File: src/rtl/demux1xn_stream.sv
// 1-to-N stream demultiplexer: each input beat is steered by in_sel into a
// single registered slot per output channel; channels drain independently.
module demux1xn_stream #(
    parameter int WIDTH = 8,
    parameter int N     = 4,
    localparam int SELW = $clog2(N)
) (
    input  logic                 clk,
    input  logic                 rst,
    input  logic [WIDTH-1:0]     in_data,
    input  logic [SELW-1:0]      in_sel,
    input  logic                 in_valid,
    output logic                 in_ready,
    output logic [N*WIDTH-1:0]   out_data,
    output logic [N-1:0]         out_valid,
    input  logic [N-1:0]         out_ready,
    output logic                 sel_err,
    output logic [7:0]           err_cnt
);

    logic [N-1:0]                valid_q, valid_d;
    logic [N-1:0][WIDTH-1:0]     data_q, data_d;
    logic                        sel_err_q, sel_err_d;
    logic [7:0]                  err_cnt_q, err_cnt_d;
    logic                        in_ready_c;
    logic                        in_range;
    logic                        accept;

    // With a power-of-two channel count every select value names a channel.
    if ((1 << SELW) == N) begin : g_pow2
        assign in_range = 1'b1;
    end else begin : g_npow2
        assign in_range = (in_sel <= SELW'(N - 1));
    end

    // Out-of-range selects match no channel, so they are always accepted.
    always_comb begin
        in_ready_c = 1'b1;
        for (int k = 0; k < N; k++) begin
            if (in_sel == SELW'(k)) begin
                in_ready_c = !valid_q[k] || out_ready[k];
            end
        end
    end

    assign accept = in_valid && in_ready_c;

    // Drain first, then a fill on the same channel overrides the drain.
    always_comb begin
        valid_d   = valid_q;
        data_d    = data_q;
        sel_err_d = 1'b0;
        err_cnt_d = err_cnt_q;
        for (int k = 0; k < N; k++) begin
            if (valid_q[k] && out_ready[k]) begin
                valid_d[k] = 1'b0;
                data_d[k]  = '0;
            end
            if (accept && (in_sel == SELW'(k))) begin
                valid_d[k] = 1'b1;
                data_d[k]  = in_data;
            end
        end
        if (accept && !in_range) begin
            sel_err_d = 1'b1;
            if (err_cnt_q != 8'hFF) begin
                err_cnt_d = err_cnt_q + 8'd1;
            end
        end
    end

    always_ff @(posedge clk or posedge rst) begin
        if (rst) begin
            valid_q   <= '0;
            data_q    <= '0;
            sel_err_q <= 1'b0;
            err_cnt_q <= 8'd0;
        end else begin
            valid_q   <= valid_d;
            data_q    <= data_d;
            sel_err_q <= sel_err_d;
            err_cnt_q <= err_cnt_d;
        end
    end

    assign in_ready  = in_ready_c;
    assign out_valid = valid_q;
    assign out_data  = data_q;
    assign sel_err   = sel_err_q;
    assign err_cnt   = err_cnt_q;

endmodule
File: config.mk
export PLATFORM = sky130hd
export DESIGN_NAME = demux1xn_stream
export DESIGN_NICKNAME = d
export VERILOG_FILES = /design/src/rtl/demux1xn_stream.sv
export SDC_FILE = /design/constraint.sdc
export NUM_CORES = 1
export LEC_CHECK = 0
export CELL_PAD_IN_SITES_DETAIL_PLACEMENT = 0
export CELL_PAD_IN_SITES_GLOBAL_PLACEMENT = 1
export CORE_MARGIN = 2
export CORE_UTILIZATION = 37
export DETAILED_ROUTE_END_ITERATION = 8
export PLACE_DENSITY = 0.95
export SETUP_SLACK_MARGIN = 0.3
export SYNTH_ARGS = -nofsm -noshare
export SYNTH_HDL_FRONTEND = slang
export SYNTH_SLANG_ARGS = --single-unit
File: constraint.sdc
create_clock -name clk -period 3.82 [get_ports clk]
set_input_delay 0.573 -clock clk [delete_from_list [all_inputs] [get_ports clk]]
set_output_delay 0.573 -clock clk [all_outputs]
set_load 0.01 [all_outputs]
# == Word-level counts from Yosys, hierarchy flattened ==
# Index checks and enable logic that the tools add are counted.
# word_totals
reg_bits,36
word_cells,53
output_inout_bits,46
# op_classes
muxes,20
eq_ne,3
n_reduce_logical,22
# ops
operator,count
8-bit two-way mux,8
1-bit two-way mux,12
1-bit logical AND,9
2-bit nonzero test,4
2-bit equality test (second input constant),2
1-bit zero test,4
1-bit logical OR,4
2-bit by 1-bit equality test with 1-bit output (second input constant),1
2-bit zero test,1

# == Logic depth before layout (Yosys ltp) ==
# logic_depth
depth_word,9
depth_mapped,4
depth_no_buf,2

# == Worst setup path after synthesis ==
# Ideal clock, no wire load.
# synth_path
path_type,input-to-output
from,in out_ready[3]
to,out in_ready
n_path_buf,1
path_slack_ns,1.865
path_stages,3
arrival_time_ns,1.382
cell_sequence,nand2b_1 > clkbuf_1 > mux4_2
# synth_via
elab_chain_len,2
# synth_lines
element,line_no,text
from (decl),16,"input logic [N-1:0] out_ready,"
1-bit logical OR,41,in_ready_c = !valid_q[k] || out_ready[k];
1-bit two-way mux,40,if (in_sel == SELW'(k)) begin
to (decl),13,"output logic in_ready,"
# No other way between the ends.

# == Worst setup path after layout ==
# layout_path
from,in out_ready[1]
to,out in_ready
# layout_via
elab_chain_len,4
# layout_lines
element,line_no
1-bit logical OR,41
1-bit two-way mux (3 in a row),40
# No other way between the ends.

==> reports/metrics.yaml <==
power:
  p_sw_share_pct: 27.00
  p_int_uw: 749.3
  vdd_drop_max_v: 0.0001572
  p_clk_share_pct: 26.6
  cellLeakagePower_nw: 0.9568
  comb_power_share_pct: 27.6
  p_switching_uw: 277.2
  power_density_nw_per_um2: 437.8
  seqPwrFrac_pct: 45.8
die:
  start_util_pct: 37.96
  io_pins: 63
  dieArea_um2: 5351
  die_h_um: 73.15
  num_rows: 25
  die_width_um: 73.15
  core_area_um2: 4661
synth:
  yosys-top-cells-area: "dfrtp_1, a32o_1, a21boi_0"
  synth_cell_types: 17
  netlist_instances: 144
  ys_seq_area_share_pct: 50.92
  synth_warnings: 0
  syn_avg_cell_area_um2: 12.29
  ys_ff_latch: 36
  synth_top_area_share_pct: 50.92
  netlist_area_um2: 1769
  yosysTopAreaCell: "dfrtp_1"
clocking:
  cts_resized: 0
  cts_hold_buf: 0
  h-tree-depth: 2
  root_buffer: "clkbuf_8"
  cts_inserted_buffers: 5
  cts_buffer_depth: 2
  cts_tree: "done"
  clkTransAtPathRegs_ns: 0.07
  clkSinkCount: 36
  post_cts_buffers: 0
  clk_latency_ns: 0.28
timing:
  rsz0062_at_grt: "no"
  finalHoldViolations: 0
  fin_crit_ns: 3.097
  fin_skew_ns: 0.002244
  slew_violations: 0
  max_freq_mhz: 322.9
  fin_ws_ns: 0.7229
  setup_viol: 0
  worst_pin_slew_ns: 0.6963
  finalCritPeriodShare_pct: 81.08
  tns_ns: 0
  relSlewSlack_pct: 53.53
run_status:
  outcome: "completed"
cells_and_area:
  area_delta_synth_final_pct: 32.53
  layout_commonest_cell: "clkdlybuf4s50_1"
  layout-drive-gt1-share_pct: 4.762
  mostFrequentLayoutCells: "clkdlybuf4s50_1, dfrtp_1, a21boi_0, a32o_1, conb_1"
  finalNetCount: 205
  antenna_cells: 0
  num-fill-cells: 441
setup_path:
  max_stage_delay_ns: 0.54
  cp_data_required_time_ns: 3.25
  reg2reg_slack_ns: 2.24
  slowest_stage: "mux4_2"
  cp_max_fo: 10
  cp.arrival_ns: 2.52
  cp_num_buf_inv: 2
  worstSetupStartpointType: "input pin"
  worstSetupPathType: "input pin to output pin"
  crit_chain: "clkdlybuf4s50_1, nand2b_1, mux4_2, clkdlybuf4s50_1"
  critPathTopFamily: "buffers and inverters"
  crit_top_cell: "clkdlybuf4s50_1"
  endpoint_kind: "output pin"
route:
  wl_per_cell_um: 17.89
  vias: 1379
  route.detailed.vias_per_inst: 5.675
  drc_errors: 0
  drt_iter0_markers: 134
  ant_nets: 0
  routed_wl_um: 4348
  firstDrtPassIters: 4
placement:
  dp_hpwl_um: 3023
  post-place-ws_ns: 0.7478
  numPortBuffers: 53
  finalWeightedCongestion: 0.7835
run:
  max-cap-violations: 0
grt:
  grt_overflow_total: 0
  grtUsageTotal_pct: 17.25
  grt_max_degree: 20
  grt_pass1_vias: 1316
  antenna_found_initial: 0
  grt_pass1_wl_um: 6789
min_path:
  holdCritPathClass: "flip-flop to flip-flop"
==> power by group through the flow <==
stage | Sequential, mW | Clock [mW] | Combinational [mW]
2_1_floorplan | 0.492 | 0 | 0.120
3_3_place_gp | 0.476 | 0 | 0.281
3_5_place_dp | 0.477 | 0 | 0.284
4_1_cts | 0.471 | 0.280 | 0.286
5_1_grt | 0.477 | 0.291 | 0.306
6_report | 0.470 | 0.273 | 0.283
==> worst register-to-register path, cell delays in order (launching register included) <==
cell and delay, ns:
dfrtp_1 0.48, or4b_1 0.71, a32o_1 0.28
==> final cells by class <==
| class | instances | area (um^2) | share of cell area (%) |
|---|---|---|---|
| well taps | 54 | 67.56 | 2.882 |
| repair buffers | 54 | 538.0 | 22.95 |
| clock buffers | 8 | 90.09 | 3.842 |
| multi-input cells | 90 | 744.5 | 31.75 |
| inverters | 1 | 3.754 | 0.1601 |
| flip-flops and latches | 36 | 900.9 | 38.42 |
==> metrics by stage <==
stage / hold slack (ns) / power [mW] / utilization [%] / cell area [um^2] / cells
finish: 0.6845 / 1.026 / 50.31 / 2345 / 243
global route: 0.7159 / 1.074 / 50.31 / 2345 / 243
CTS: 0.6934 / 1.037 / 50.31 / 2345 / 243
detailed placement: 0.6751 / 0.7606 / 48.38 / 2255 / 235
global placement: 0.6708 / 0.7571 / 48.38 / 2255 / 235
floorplan: 0.7022 / 0.6122 / - / 1799 / 152
==> logic make-up after synthesis <==
family	Yosys count	synth area share, %
flip-flops	36	50.92
multiplexers	1	1.273
other	1	0.2120
buffers and inverters	26	8.698
AND/OR/NAND/NOR	16	7.214
AO/OA/AOI/OAI	64	31.68
==> cell usage after synthesis, drive strengths merged <==
cell type  count
nand4bb        2
and3           1
and3b          2
nand2b         8
nand4b         1
buf           17
dfrtp         36
inv            1
a32o          32
or4b           1
mux4           1
nor3b          1
clkbuf         8
conb           1
a21boi        32
==> registers in the layout, summed over array words and instances (netlist names) <==
name	cells
out_valid	4
out_data	32
==> path summary, 6_finish.rpt <==
path / end / startpoint / depth (start not counted)
hold reg to reg: out_data[10] / out_data[10] / 2
max in group asynchronous: out_data[16] / rst / 3
hold / removal: out_data[10] / out_data[10] / 2
min in group asynchronous: out_valid[1] / rst / 2
setup / recovery: in_ready / out_ready[1] / 4
setup reg to reg: out_data[3] / out_valid[0] / 2
==> metal layers <==
metal | track usage, % | routed length [um] | vias up
met1 | 25.84 | 2089 | 702
met3 | 4.282 | 202 | 4
li1 | - | - | 634
met5 | 0 | 0 | -
met4 | 6.173 | 44 | 0
met2 | 24.02 | 2012 | 39
No activity file was read; power rests on OpenSTA's default activity.
